==> config.mk <==
export PLATFORM = sky130hd
export DESIGN_NAME = fir_job_arbiter
export DESIGN_NICKNAME = d
export VERILOG_FILES = /design/src/rtl/fir_job_arbiter.sv
export SDC_FILE = /design/constraint.sdc
export NUM_CORES = 1
export LEC_CHECK = 0
export ABC_AREA = 1
export CORE_UTILIZATION = 41
export CTS_BUF_LIST = sky130_fd_sc_hd__clkbuf_16
export CTS_CLUSTER_DIAMETER = 120
export CTS_CLUSTER_SIZE = 10
export DETAILED_ROUTE_END_ITERATION = 10
export HOLD_SLACK_MARGIN = 0.1
export PLACE_DENSITY = 0.88
export SETUP_SLACK_MARGIN = 0.4
export SLEW_MARGIN = 20
export SYNTH_ARGS = -nofsm -noshare
export SYNTH_HDL_FRONTEND = slang
export SYNTH_SLANG_ARGS = --single-unit
==> constraint.sdc <==
create_clock -name clk -period 2.3 [get_ports clk]
set_input_delay 0.46 -clock clk [delete_from_list [all_inputs] [get_ports clk]]
set_output_delay 0.46 -clock clk [all_outputs]
set_load 0.05 [all_outputs]
==> src/rtl/fir_job_arbiter.sv <==
// Round-robin arbiter granting a single FIR engine to one of two job channels.
// Optional RUN watchdog enabled by defining FIR_JOB_ARBITER_TIMEOUT_EN.
module fir_job_arbiter #(
  parameter int unsigned TIMEOUT_CYC = 65535
) (
  input  logic        clk,
  input  logic        rst,
  input  logic [1:0]  req,
  input  logic [11:0] req_wsp,
  input  logic [27:0] req_probek,
  input  logic [29:0] req_razy,
  output logic [1:0]  gnt,
  output logic [1:0]  job_done,
  output logic [1:0]  job_err,
  output logic [5:0]  f_ile_wsp,
  output logic [13:0] f_ile_probek,
  output logic [14:0] f_ile_razy,
  output logic        f_start,
  input  logic        f_done,
  output logic        fir_abort,
  output logic        busy,
  output logic        owner,
  output logic [1:0]  dbg_state
);

  // Handshake: a requester holds req and its config stable until it sees gnt
  // (or job_err) for its channel; req is only looked at while the state is IDLE.

  typedef enum logic [1:0] {
    S_IDLE   = 2'd0,
    S_ISSUE  = 2'd1,
    S_RUN    = 2'd2,
    S_FINISH = 2'd3
  } state_t;

  if (TIMEOUT_CYC == 0 || TIMEOUT_CYC > 65535) begin : g_bad_timeout
    $error("TIMEOUT_CYC must be in 1..65535");
  end

  state_t      r_state;
  state_t      w_state_nxt;
  logic        r_prio;
  logic        r_owner;
  logic [1:0]  r_job_err;
  logic [5:0]  r_ile_wsp;
  logic [13:0] r_ile_probek;
  logic [14:0] r_ile_razy;

  logic        w_sel;
  logic [5:0]  w_wsp;
  logic [13:0] w_probek;
  logic [14:0] w_razy;
  logic        w_legal;
  logic        w_take;
  logic        w_timeout;

  // Only contended requests consult the pointer; a lone request always wins.
  always_comb begin
    w_sel    = (req == 2'b11) ? r_prio : req[1];
    w_wsp    = w_sel ? req_wsp[11:6]     : req_wsp[5:0];
    w_probek = w_sel ? req_probek[27:14] : req_probek[13:0];
    w_razy   = w_sel ? req_razy[29:15]   : req_razy[14:0];
    w_legal  = (w_wsp != 6'd0) && (w_wsp <= 6'd32) &&
               (w_probek != 14'd0) && (w_razy != 15'd0);
    w_take   = (r_state == S_IDLE) && (req != 2'b00);
  end

`ifdef FIR_JOB_ARBITER_TIMEOUT_EN
  logic [15:0] r_cnt;
  logic        r_fir_abort;

  // f_done in the expiry cycle takes precedence over the abort.
  assign w_timeout = (r_state == S_RUN) && !f_done &&
                     ((r_cnt + 16'd1) == 16'(TIMEOUT_CYC));

  always_ff @(posedge clk or posedge rst) begin
    if (rst) begin
      r_cnt       <= 16'd0;
      r_fir_abort <= 1'b0;
    end else begin
      r_fir_abort <= w_timeout;
      if (r_state == S_ISSUE) begin
        r_cnt <= 16'd0;
      end else if (r_state == S_RUN) begin
        r_cnt <= r_cnt + 16'd1;
      end
    end
  end

  assign fir_abort = r_fir_abort;
`else
  assign w_timeout = 1'b0;
  assign fir_abort = 1'b0;
`endif

  always_comb begin
    w_state_nxt = r_state;
    case (r_state)
      S_IDLE:   if (w_take && w_legal) w_state_nxt = S_ISSUE;
      S_ISSUE:  w_state_nxt = S_RUN;
      S_RUN: begin
        if (f_done) begin
          w_state_nxt = S_FINISH;
        end else if (w_timeout) begin
          w_state_nxt = S_IDLE;
        end
      end
      S_FINISH: w_state_nxt = S_IDLE;
      default:  w_state_nxt = S_IDLE;
    endcase
  end

  always_ff @(posedge clk or posedge rst) begin
    if (rst) begin
      r_state <= S_IDLE;
    end else begin
      r_state <= w_state_nxt;
    end
  end

  always_ff @(posedge clk or posedge rst) begin
    if (rst) begin
      r_prio       <= 1'b0;
      r_owner      <= 1'b0;
      r_job_err    <= 2'b00;
      r_ile_wsp    <= 6'd0;
      r_ile_probek <= 14'd0;
      r_ile_razy   <= 15'd0;
    end else begin
      r_job_err <= 2'b00;
      if (w_take) begin
        r_prio <= ~w_sel;
        if (w_legal) begin
          r_owner      <= w_sel;
          r_ile_wsp    <= w_wsp;
          r_ile_probek <= w_probek;
          r_ile_razy   <= w_razy;
        end else begin
          r_job_err <= {w_sel, ~w_sel};
        end
      end
      if (r_state == S_FINISH) begin
        r_prio <= ~r_owner;
      end
      if (w_timeout) begin
        r_prio    <= ~r_owner;
        r_job_err <= {r_owner, ~r_owner};
      end
    end
  end

  assign gnt          = (r_state == S_ISSUE)  ? {r_owner, ~r_owner} : 2'b00;
  assign job_done     = (r_state == S_FINISH) ? {r_owner, ~r_owner} : 2'b00;
  assign job_err      = r_job_err;
  assign f_start      = (r_state == S_ISSUE);
  assign busy         = (r_state != S_IDLE);
  assign owner        = r_owner;
  assign f_ile_wsp    = r_ile_wsp;
  assign f_ile_probek = r_ile_probek;
  assign f_ile_razy   = r_ile_razy;
  assign dbg_state    = r_state;

endmodule

After elaboration in Yosys (flattened, before gate mapping)
Cells that the tools add are included.
Operators by class
  muxes and demuxes: 13
  reduce and logical (&&, ||, !) cells: 14
  equality and inequality tests: 6
  magnitude comparators: 1
  bitwise gates (word level): 2
Operators with widths (number)
  2-to-1 mux 15 bit: 1
  nonzero test 15 bit: 1
  2-to-1 mux 14 bit: 1
  nonzero test 14 bit: 1
  2-to-1 mux 2 bit: 6
  one-hot mux 2 bit (4 select lines): 1
  == test 2 bit, second input constant: 3
  <= comparator 6 bit, second input constant: 1
  2-to-1 mux 6 bit: 1
  nonzero test 2 bit: 3
  nonzero test 6 bit: 1
  logical AND 1 bit: 5
  AND reduction 2 bit: 2
  2-to-1 mux 1 bit: 3
  == test 2 x 1 -> 1 bit, second input constant: 1
  zero test 2 bit: 1
  inequality test 2 x 1 -> 1 bit, second input constant: 1
  inequality test 2 bit, second input constant: 1
  inverter 1 bit: 2
Storage, ports and cells
  input port bits: 75
  output and inout port bits: 47
  register bits after elaboration: 41

Longest topological paths before layout
Gate-level depths: netlist (run 1).
  word-level depth: 10
  depth in mapped cells: 17
  gate-level depth less buffers: 15

Least setup slack after synthesis (run 1)
No wires, ideal clock.
  path type: reg-to-output
  from: register r_state[1] (netlist: dbg_state[1])
  to: output port gnt[0]
  arrival time: 1993 ps
  cell stages (with the launch flop): 5
  path slack: -153 ps
  cell sequence: dfrtp_1 > inv_1 > ha_1 > inv_1 > nor2_1
On the way
  word-level cells in the longest chain between the ends: 2
RTL lines
  from (decl): RTL line 40  | state_t r_state;
  from (signal assigned): RTL line 117  | r_state <= w_state_nxt;
  == test 2 x 1 -> 1 bit
  via f_start: RTL line 18  | output logic f_start,
  2-to-1 mux 2 bit: RTL line 152  | assign gnt = (r_state == S_ISSUE) ? {r_owner, ~r_owner} : 2'b00;
  to (decl): RTL line 12  | output logic [1:0] gnt,
The timed path passes the listed nets, and every way through them passes these cells.

Worst setup path after layout (run 1)
  from: register r_prio
  to: register r_ile_razy[12] (netlist: f_ile_razy[12])
On the way
  word-level cells in the longest chain between the ends: 7
RTL lines
  from (decl): RTL line 42  | logic r_prio;
  from (signal assigned): RTL line 132  | r_prio <= ~w_sel;
  from (signal assigned): RTL line 143  | r_prio <= ~r_owner;
  from (signal assigned): RTL line 146  | r_prio <= ~r_owner;
  2-to-1 mux 1 bit (*): RTL line 59  | w_sel = (req == 2'b11) ? r_prio : req[1];
  2-to-1 mux 6 bit: RTL line 60  | w_wsp = w_sel ? req_wsp[11:6] : req_wsp[5:0];
  <= comparator 6 bit or nonzero test 6 bit (tied branches): RTL line 63  | w_legal = (w_wsp != 6'd0) && (w_wsp <= 6'd32) &&
  logical AND 1 bit (2 in series): RTL line 63
  logical AND 1 bit: RTL line 64  | (w_probek != 14'd0) && (w_razy != 15'd0);
  AND reduction 2 bit (no line)
  to (signal assigned): RTL line 137  | r_ile_razy <= w_razy;
  to (decl): RTL line 47  | logic [14:0] r_ile_razy;
Mark *: on every way between the ends. The rest lies on a longest branch, timed or not.
A chain may end at the register's enable or synchronous reset.

==> flow_metrics.env, run 1 <==
export IMPL_outcome="finished with violations"
export IMPL_violations="setup timing"
export IMPL_antenna_left=0
export IMPL_finalWirelength_um=11380
export IMPL_pwr_share_seq_pct=20.7
export IMPL_num_rows=28
export IMPL_peakVddDrop_v=0.0008711
export IMPL_clockPowerShare_pct=12.4
export IMPL_combPwrFrac_pct=66.9
export IMPL_avgSynthCellArea_um2=7.405
export IMPL_required_ps=2450
export IMPL_antenna_found_initial=0
export IMPL_setup_slack_ps=-3.598
export IMPL_maxCapViolations=0
export IMPL_areaGrowthSynthToFinish_pct=96.71
export IMPL_synth_top_cell_area_share_pct=40.28
export IMPL_synth_warnings=0
export IMPL_yosysMostFrequentCell="nand2_1"
export IMPL_cts_tree="done"
export IMPL_postCtsHoldBufs=0
export IMPL_root_buffer="clkbuf_16"
export IMPL_grt_remaining_overflow=0
export IMPL_hold_worst_slack_ps=475.7
export IMPL_max_slew_margin_pct=62.68
export IMPL_drive_gt1_share_pct=33.46
export IMPL_numCtsBuffers=5
export IMPL_vias=3258
export IMPL_endpoint_kind="flop"
export IMPL_reg2reg_from="r_prio$_DFFE_PP0P_"
export IMPL_cts_buffer_depth=2
export IMPL_post_dp_cell_area_mm2=0.003989
export IMPL_cp_max_fo=7
export IMPL_switchingPower_mw=3.176
export IMPL_port_buffers=120
export IMPL_power_leakage_nw=2.868
export IMPL_path_clk_slew_ps=60
export IMPL_cellPowerDensity_mw_per_mm2=1282
export IMPL_p_int_mw=3.249
export IMPL_fillers=291
export IMPL_worstRegToRegCells=16
export IMPL_clk_latency_ps=280
export IMPL_layout_nets=599
export IMPL_finalClockSkew_ps=3.666
export IMPL_tightest_slew_ps=559.0
export IMPL_synth_cell_types=22
export IMPL_ys_flop_type="dfrtp_1"
export IMPL_gp_congestion=0.9107
export IMPL_min_period_ps=2304
export IMPL_hold_violations=0
export IMPL_yosysSeqAreaShare_pct=40.28
export IMPL_htree_levels=2
export IMPL_die_h_um=80.83
export IMPL_ioPinCount=122
export IMPL_critPathKind="flop to flop"
export IMPL_slew_viol_final=0
export IMPL_drc=0
export IMPL_synth_fp_nets=424
export IMPL_rsz0062_at_grt="yes"
export IMPL_crit_arrival_ps=2450
export IMPL_startpoint="r_prio$_DFFE_PP0P_"
export IMPL_reg2reg_slack_ps=-4
export IMPL_synth_top_area_cell="dfrtp_1"
export IMPL_period_share_pct=100.2
export IMPL_netlist_area_mm2=0.002547
export IMPL_start_util_pct=42.77
export IMPL_synth_seq_cells=41
export IMPL_die_area_mm2=0.006533
export IMPL_synth_edf_count=0
export IMPL_syn_inst=344
export IMPL_power_switching_share_pct=49.44
export IMPL_hold_path_depth=2
export IMPL_avgRoutedWirePerCell_um=19.13
export IMPL_synth_top_cells_by_count="144 x nand2_1, 41 x dfrtp_1, 41 x inv_1, 22 x o21ai_2, 20 x nand3b_1"
export IMPL_start_kind="flop"
export IMPL_hpwl_um=5519
export IMPL_grt_pass1_wl_um=13470
export IMPL_firstDrtPassIters=5
export IMPL_endpoint="f_ile_razy[12]$_DFFE_PP0P_"
export IMPL_grt_pass1_vias=2901
export IMPL_cts_num_sinks=41
export IMPL_maxClockFrequency_mhz=434.1
export IMPL_reg2reg_to="f_ile_razy[12]$_DFFE_PP0P_"
export IMPL_finalSetupViolCount=1
export IMPL_die_w_um=80.83
export IMPL_preCtsSetupSlack_ps=-348.4
export IMPL_diodes=0
export IMPL_fin_area_mm2=0.005011
export IMPL_coreArea_mm2=0.005956
export IMPL_track_usage_pct=26.89
export IMPL_hp_class="flop to flop"
export IMPL_async_flop_share_pct=100.0
export IMPL_grt_max_degree=42
export IMPL_viasPerCell=5.476
export IMPL_synth_area_leaders="dfrtp_1 40%, nand2_1 21%, o21ai_2 7.6%"
export IMPL_drt_iter0_markers=306
critical path, cell delays in order (launching register included):
cell	delay, ps
dfrtp_1	370
inv_2	70
nand2_8	110
nand2_8	90
buf_16	160
nand2_1	70
nand2_1	80
nand2_1	90
nor2_1	60
nand2_1	110
nor2_2	60
nor2_2	200
nand3_4	200
buf_6	180
buf_12	130
nand2_1	70
o21ai_1	100
metal layers:
metal  track usage (%)  wire, um
met1             30.86      4176
met2             48.24      5625
met3             5.169      1007
met4             11.79       570
met5                 0         0
through the flow:
step / util (%) / cells / total power, mW / setup TNS (ps)
after global placement: 66.97 / 552 / 4.658 / -9357
after global routing: 84.14 / 595 / 6.679 / -725.0
after floorplan: - / 344 / 3.551 / 0
after detailed placement: 66.97 / 552 / 4.739 / -11320
after CTS: 74.94 / 574 / 5.873 / 0
final: 84.14 / 595 / 6.425 / -3.598
placed cells by master (no fill, tap or decap), drive strengths merged, types with 2 or more instances in the layout:
cell type,count
dfrtp,41
inv,42
ha,5
clkbuf,11
a21oi,2
buf,66
clkdlybuf4s50,75
nand3b,20
nor2,15
nand2,152
nand3,15
dlymetal6s2s,36
o21ai,33
flip-flops by register name, summed over array words and instances (netlist names):
name and count:
dbg_state 2, r_prio 1, job_err 2, f_ile_wsp 6
f_ile_razy 15, owner 1, f_ile_probek 14
kinds of logic after synthesis:
kind of cell | count (synthesis) | share of synthesized area (%)
AO/OA/AOI/OAI | 36 | 10.41
adder cells (fa/ha/maj) | 5 | 2.456
buffers and inverters | 59 | 11.89
flip-flops | 41 | 40.27
other | 1 | 0.1472
AND/OR/NAND/NOR | 202 | 34.82
area by class of cell:
type	count	area [um2]	area share, %
clock buffers	5	125.1	2.497
flip-flops and latches	41	1028	20.52
well taps	75	93.84	1.873
clock inverters	3	38.79	0.7740
inverters	42	163.9	3.271
repair buffers	184	2083	41.57
multi-input cells	245	1478	29.49
power groups by stage:
stage / logic, mW / clock network [mW] / registers, mW
6_report: 4.30 / 0.798 / 1.33
2_1_floorplan: 1.17 / 0 / 2.38
5_1_grt: 4.49 / 0.834 / 1.35
3_5_place_dp: 3.45 / 0 / 1.29
3_3_place_gp: 3.38 / 0 / 1.28
4_1_cts: 3.80 / 0.783 / 1.29
how the worst min path moves through the flow:
stage / from / end / slack, ps
3_3_place_gp: f_ile_razy[9]$_DFFE_PP0P_ / f_ile_razy[9]$_DFFE_PP0P_ / 460
6_report: f_ile_razy[7]$_DFFE_PP0P_ / f_ile_razy[7]$_DFFE_PP0P_ / 480
2_1_floorplan: r_prio$_DFFE_PP0P_ / r_prio$_DFFE_PP0P_ / 510
3_5_place_dp: f_ile_razy[7]$_DFFE_PP0P_ / f_ile_razy[7]$_DFFE_PP0P_ / 470
4_1_cts: f_ile_razy[7]$_DFFE_PP0P_ / f_ile_razy[7]$_DFFE_PP0P_ / 490
5_1_grt: f_ile_wsp[0]$_DFFE_PP0P_ / f_ile_wsp[0]$_DFFE_PP0P_ / 500
what timing repair did:
item / CTS / global route
endpoints found under the setup margin: 66 / 77
gates cloned: 6 / 7
pin swaps: 4 / 26
resized for setup: 28 / 111
endpoints found under the hold margin: 0 / 0
buffers inserted: 8 / 14
Power figures use the tool's default switching activity.
==> inputs of run 2 (changes only) <==
--- a/config.mk
+++ b/config.mk
@@ -7,8 +7,8 @@
 export LEC_CHECK = 0
 export ABC_AREA = 1
+export CORE_ASPECT_RATIO = 1.2
 export CORE_UTILIZATION = 41
 export CTS_BUF_LIST = sky130_fd_sc_hd__clkbuf_16
 export CTS_CLUSTER_DIAMETER = 120
-export CTS_CLUSTER_SIZE = 10
 export DETAILED_ROUTE_END_ITERATION = 10
 export HOLD_SLACK_MARGIN = 0.1
==> constraint.sdc (replaced) <==
create_clock -name clk -period 2.3 [get_ports clk]
set_input_delay 0.23 -clock clk [delete_from_list [all_inputs] [get_ports clk]]
set_output_delay 0.23 -clock clk [all_outputs]
set_load 0.05 [all_outputs]
==> run 2 against run 1 <==
The flow now finishes without violations. Via count down 5.8%. Worst hold slack worse by 32 ps. Clock skew up 0.89 ps. Highest routed layer unchanged.
==> flow_metrics.env, run 2 (synthesis gave the netlist of run 1 again) <==
export IMPL_port_buffers=120
export IMPL_power_switching_share_pct=50.20
export IMPL_endpoint_kind="flop"
export IMPL_path_clk_slew_ps=60
export IMPL_crit_arrival_ps=2380
export IMPL_die_w_um=73.96
export IMPL_vias=3070
export IMPL_die_area_mm2=0.006534
export IMPL_postCtsHoldBufs=0
export IMPL_die_h_um=88.35
export IMPL_finalWirelength_um=10190
export IMPL_maxClockFrequency_mhz=449.1
export IMPL_areaGrowthSynthToFinish_pct=87.38
export IMPL_gp_congestion=0.8034
export IMPL_place_inst=558
export IMPL_period_share_pct=96.81
export IMPL_cts_num_sinks=41
export IMPL_utilization_pct=79.40
export IMPL_coreArea_mm2=0.006012
export IMPL_hold_worst_slack_ps=444.1
export IMPL_maxCapViolations=0
export IMPL_antenna_found_initial=0
export IMPL_switchingPower_mw=3.155
export IMPL_hpwl_um=5537
export IMPL_start_util_pct=42.37
export IMPL_finalClockSkew_ps=4.552
export IMPL_clk_latency_ps=280
export IMPL_hold_violations=0
export IMPL_ioPinCount=122
export IMPL_finalSetupViolCount=0
export IMPL_combPwrFrac_pct=67.6
export IMPL_drt_iter0_markers=277
export IMPL_totalPowerFinal_mw=6.285
export IMPL_viasPerCell=5.212
export IMPL_tightest_slew_ps=851.1
export IMPL_fin_tns_setup_ps=0
export IMPL_multi_input_area_mm2=0.001503
export IMPL_track_usage_pct=28.27
export IMPL_peakVddDrop_v=0.0008234
export IMPL_drive_gt1_share_pct=29.39
export IMPL_max_slew_margin_pct=43.18
export IMPL_p_int_mw=3.130
export IMPL_required_ps=2450
export IMPL_clockPowerShare_pct=10.4
export IMPL_antenna_left=0
export IMPL_slew_viol_final=0
export IMPL_layout_common_cells="112 x clkdlybuf4s50_1, 107 x nand2_1, 41 x dfrtp_1, 38 x inv_1, 28 x buf_4"
export IMPL_avgRoutedWirePerCell_um=17.30
export IMPL_rsz0062_at_grt="yes"
export IMPL_post_dp_cell_area_mm2=0.003966
export IMPL_cts_tree="done"
export IMPL_grt_remaining_overflow=0
export IMPL_start_kind="flop"
export IMPL_grt_max_degree=42
export IMPL_largest_reg_flops=15
export IMPL_min_period_ps=2227
export IMPL_cp_max_fo=7
export IMPL_instances_no_fill=589
export IMPL_numCtsBuffers=5
export IMPL_setup_slack_ps=73.31
export IMPL_root_buffer="clkbuf_16"
export IMPL_fillers=365
export IMPL_pwr_share_seq_pct=22.1
export IMPL_hp_class="input port to asynchronous set/reset pin"
export IMPL_diodes=0
export IMPL_cts_buffer_depth=2
export IMPL_outcome="finished clean"
export IMPL_drc=0
export IMPL_final_common_cell="clkdlybuf4s50_1"
export IMPL_power_leakage_nw=2.366
export IMPL_grt_pass1_vias=3025
export IMPL_num_rows=31
export IMPL_fin_area_mm2=0.004773
export IMPL_htree_levels=2
export IMPL_firstDrtPassIters=5
export IMPL_critPathKind="flop to flop"
export IMPL_preCtsSetupSlack_ps=-142.5
export IMPL_grt_pass1_wl_um=13790
export IMPL_layout_nets=587
export IMPL_cellPowerDensity_mw_per_mm2=1317
export IMPL_ff_latch_area_mm2=0.001026
run 2: changes by cell type in the layout (fill, tap and decap cells not counted), sizes merged:
cell and change:
buf -15, clkdlybuf4s15 +2, bufinv -1, clkbuf -2, dlymetal6s2s -36, inv +2
dlygate4sd2 +2, nand2 -1, clkinvlp -1, clkdlybuf4s50 +37
run 2: layout make-up:
| type | count | area share [%] |
|---|---|---|
| repair buffers | 172 | 38.45 |
| repair inverters | 1 | 0.1835 |
| multi-input cells | 244 | 31.48 |
| flip-flops and latches | 41 | 21.49 |
| well taps | 82 | 2.149 |
| clock inverters | 2 | 0.1573 |
| clock buffers | 5 | 2.621 |
| inverters | 42 | 3.460 |
run 2: layer usage:
metal / up-vias / GRT usage, % / routed length (um)
met5: - / 0 / 0
met4: 0 / 17.31 / 728
met3: 62 / 3.417 / 640
met2: 175 / 49.26 / 5067
met1: 1438 / 32.78 / 3752
li1: 1395 / - / -
run 2: critical path, stage by stage (launching register included):
cell and delay (ps):
dfrtp_1 360, inv_2 50, nand2_4 110, nand2_8 110, buf_6 150, buf_6 130, o21ai_4 150, nand3_2 120
nor2_2 110, nand2_1 70, nand2_2 80, nand3_4 160, buf_12 210, buf_12 140, nand2_4 60, nand2_2 90
run 2: worst paths after layout:
path                                                     end  depth (start not counted)                      start  slack (ps)
worst max-delay path             f_ile_probek[2]$_DFFE_PP0P_                         15         r_prio$_DFFE_PP0P_          70
worst min-delay path            f_ile_probek[11]$_DFFE_PP0P_                          2                        rst         440
worst max register to register   f_ile_probek[2]$_DFFE_PP0P_                         15         r_prio$_DFFE_PP0P_          70
worst min register to register     f_ile_razy[6]$_DFFE_PP0P_                          2  f_ile_razy[6]$_DFFE_PP0P_         490
max in group asynchronous           f_ile_wsp[2]$_DFFE_PP0P_                          2                        rst        1310
min in group clk                   f_ile_razy[6]$_DFFE_PP0P_                          2  f_ile_razy[6]$_DFFE_PP0P_         490
run 2: power by group through the flow:
stage               Sequential [mW]  Combinational (mW)  Clock [mW]
floorplan                      2.37                1.16           0
global placement               1.29                3.34           0
detailed placement             1.29                3.42           0
CTS                            1.31                3.89       0.652
global route                   1.42                4.46       0.683
finish                         1.39                4.25       0.651
run 2: what timing repair did:
| item | 4_1_cts | 5_1_grt |
|---|---|---|
| resized for setup | 57 | 68 |
| setup endpoints to repair | 44 | 45 |
| gates cloned | 7 | 1 |
| pin swaps | 14 | 14 |
| buffers inserted | 12 | 4 |
==> inputs of run 3 (changes only) <==
- CTS_BUF_LIST: sky130_fd_sc_hd__clkbuf_16 -> sky130_fd_sc_hd__clkbuf_8 sky130_fd_sc_hd__clkbuf_16
==> run 3 against run 2 <==
The flow now finishes with violations (setup timing). Combinational power shrank 4%. Via count increased by 0.16%. Utilization shrank 1.6 points. Routed wire length decreased by 1.6%. Final cell count up 1.7%. Worst hold slack lost 16 ps. Clock skew is 0.58 ps lower.
==> flow_metrics.env, run 3 (synthesis gave the netlist of run 1 again) <==
export IMPL_crit_top_cell="nand2_1"
export IMPL_setup_slack_ps=-4.604
export IMPL_cts_buffer_depth=2
export IMPL_maxCapViolations=0
export IMPL_cellPowerDensity_mw_per_mm2=1261
export IMPL_period_share_pct=100.2
export IMPL_die_area_mm2=0.006534
export IMPL_hold_worst_slack_ps=428.5
export IMPL_drc=0
export IMPL_preCtsSetupSlack_ps=-142.5
export IMPL_endpoint_kind="flop"
export IMPL_viasPerCell=5.134
export IMPL_grt_max_degree=42
export IMPL_gp_congestion=0.8034
export IMPL_hpwl_um=5537
export IMPL_pwr_share_seq_pct=22.3
export IMPL_path_clk_slew_ps=80
export IMPL_cpMaxStageDelayCell="dfrtp_1"
export IMPL_vias=3075
export IMPL_port_buffers=120
export IMPL_maxClockFrequency_mhz=433.9
export IMPL_violations="setup timing"
export IMPL_finalClockSkew_ps=3.975
export IMPL_fillers=385
export IMPL_cts_tree="done"
export IMPL_firstDrtPassIters=5
export IMPL_grt_pass1_wl_um=14010
export IMPL_crit_path_cell_trace="inv_2 > nand2_4 > buf_6 > buf_6 > nand3b_1 > nand2_1 > nand2_1 > nor2_1 > nand2_1 > nor2_4 > nor2_4 > nand3_4 > buf_6 > inv_6 > nand2_1 > nand2_1"
export IMPL_antenna_left=0
export IMPL_track_usage_pct=28.81
export IMPL_rsz0062_at_grt="yes"
export IMPL_totalPowerFinal_mw=5.894
export IMPL_die_h_um=88.35
export IMPL_crit_arrival_ps=2470
export IMPL_clk_latency_ps=290
export IMPL_max_slew_margin_pct=43.05
export IMPL_diodes=0
export IMPL_outcome="finished with violations"
export IMPL_required_ps=2470
export IMPL_post_dp_cell_area_mm2=0.003966
export IMPL_worstRegToRegCells=16
export IMPL_htree_levels=2
export IMPL_grt_pass1_vias=3005
export IMPL_p_int_mw=2.901
export IMPL_start_util_pct=42.37
export IMPL_root_buffer="clkbuf_8"
export IMPL_drive_gt1_share_pct=27.27
export IMPL_hold_violations=0
export IMPL_drt_iter0_markers=212
export IMPL_critPathKind="flop to flop"
export IMPL_combPwrFrac_pct=69.6
export IMPL_power_switching_share_pct=50.78
export IMPL_numCtsBuffers=5
export IMPL_layout_common_cells="125 x nand2_1, 112 x clkdlybuf4s50_1, 41 x dfrtp_1, 39 x inv_1, 36 x buf_4"
export IMPL_largest_reg_flops=15
export IMPL_cts_num_sinks=41
export IMPL_avgRoutedWirePerCell_um=16.74
export IMPL_utilization_pct=77.77
export IMPL_switchingPower_mw=2.993
export IMPL_grt_remaining_overflow=0
export IMPL_coreArea_mm2=0.006012
export IMPL_areaGrowthSynthToFinish_pct=83.55
export IMPL_ioPinCount=122
export IMPL_die_w_um=73.96
export IMPL_finalWirelength_um=10030
export IMPL_fin_area_mm2=0.004676
export IMPL_tightest_slew_ps=852.9
export IMPL_peakVddDrop_v=0.0007855
export IMPL_clockPowerShare_pct=8.1
export IMPL_min_period_ps=2305
export IMPL_antenna_found_initial=0
export IMPL_cp_max_fo=17
export IMPL_slew_viol_final=0
export IMPL_finalSetupViolCount=2
export IMPL_start_kind="flop"
export IMPL_power_leakage_nw=2.353
export IMPL_num_rows=31
export IMPL_layout_nets=597
export IMPL_final_common_cell="nand2_1"
export IMPL_hp_class="input port to asynchronous set/reset pin"
export IMPL_cp_slowest_stage_delay_ps=380
[run 3: cell count changes in the layout (fill, tap and decap cells not counted), moves of 3 or more]
| cell | change |
|---|---|
| buf_4 | +8 |
| clkbuf_16 | -4 |
| clkbuf_8 | +6 |
| nand2_1 | +18 |
| nand2_4 | -18 |
| nor2_1 | -3 |
| nor2_4 | +3 |
| o21ai_0 | +4 |
| o21ai_2 | -3 |
[run 3: final timing paths]
kind / to / slack (ps) / from
max reg2reg: f_ile_probek[6]$_DFFE_PP0P_ / -5 / r_prio$_DFFE_PP0P_
max in group asynchronous: f_ile_razy[3]$_DFFE_PP0P_ / 1330 / rst
min: f_ile_probek[11]$_DFFE_PP0P_ / 430 / rst
min in group clk: f_ile_razy[6]$_DFFE_PP0P_ / 490 / f_ile_razy[6]$_DFFE_PP0P_
min reg2reg: f_ile_razy[6]$_DFFE_PP0P_ / 490 / f_ile_razy[6]$_DFFE_PP0P_
max: f_ile_probek[6]$_DFFE_PP0P_ / -5 / r_prio$_DFFE_PP0P_
[run 3: repair_timing]
item                       CTS  global route
setup endpoints to repair   44            44
hold buffers                 0             0
pin swaps                   22             5
setup buffers               22             3
gates cloned                 7             2
gates resized for setup     59            26
[run 3: layout make-up]
| type | instances | area, um2 | share of cell area, % |
|---|---|---|---|
| Clock buffer | 6 | 82.58 | 1.766 |
| Clock inverter | 1 | 3.754 | 0.08028 |
| Inverter | 42 | 162.7 | 3.479 |
| Multi-Input combinational cell | 244 | 1356 | 29.01 |
| Sequential cell | 41 | 1026 | 21.94 |
| Tap cell | 82 | 102.6 | 2.194 |
| Timing Repair Buffer | 183 | 1942 | 41.53 |
[run 3: through the flow]
stage	TNS, ps	cells
2_1_floorplan	0	344
3_3_place_gp	-1464	558
3_5_place_dp	-3237	558
4_1_cts	0	594
5_1_grt	-1356	599
6_report	-7.010	599
[run 3: per-layer routing]
layer | global-route usage, % | vias up | part of all wire, %
li1 | - | 1400 | -
met1 | 32.90 | 1474 | 39
met2 | 52.48 | 162 | 52
met3 | 3.872 | 39 | 4.7
met4 | 13.46 | 0 | 4.7
met5 | 0 | - | 0
[run 3: power groups by stage]
stage / clock (mW) / combinational, mW / sequential [mW]
after global routing: 0.511 / 4.31 / 1.35
after global placement: 0 / 3.34 / 1.29
after CTS: 0.476 / 3.90 / 1.30
final: 0.479 / 4.10 / 1.31
after floorplan: 0 / 1.16 / 2.37
after detailed placement: 0 / 3.42 / 1.29
[run 3: worst max-delay path: cells and delay by family (launching register included)]
family,cells,cell delay [ps]
flops,1,380
buf+inv,5,560
simple gates,11,1230
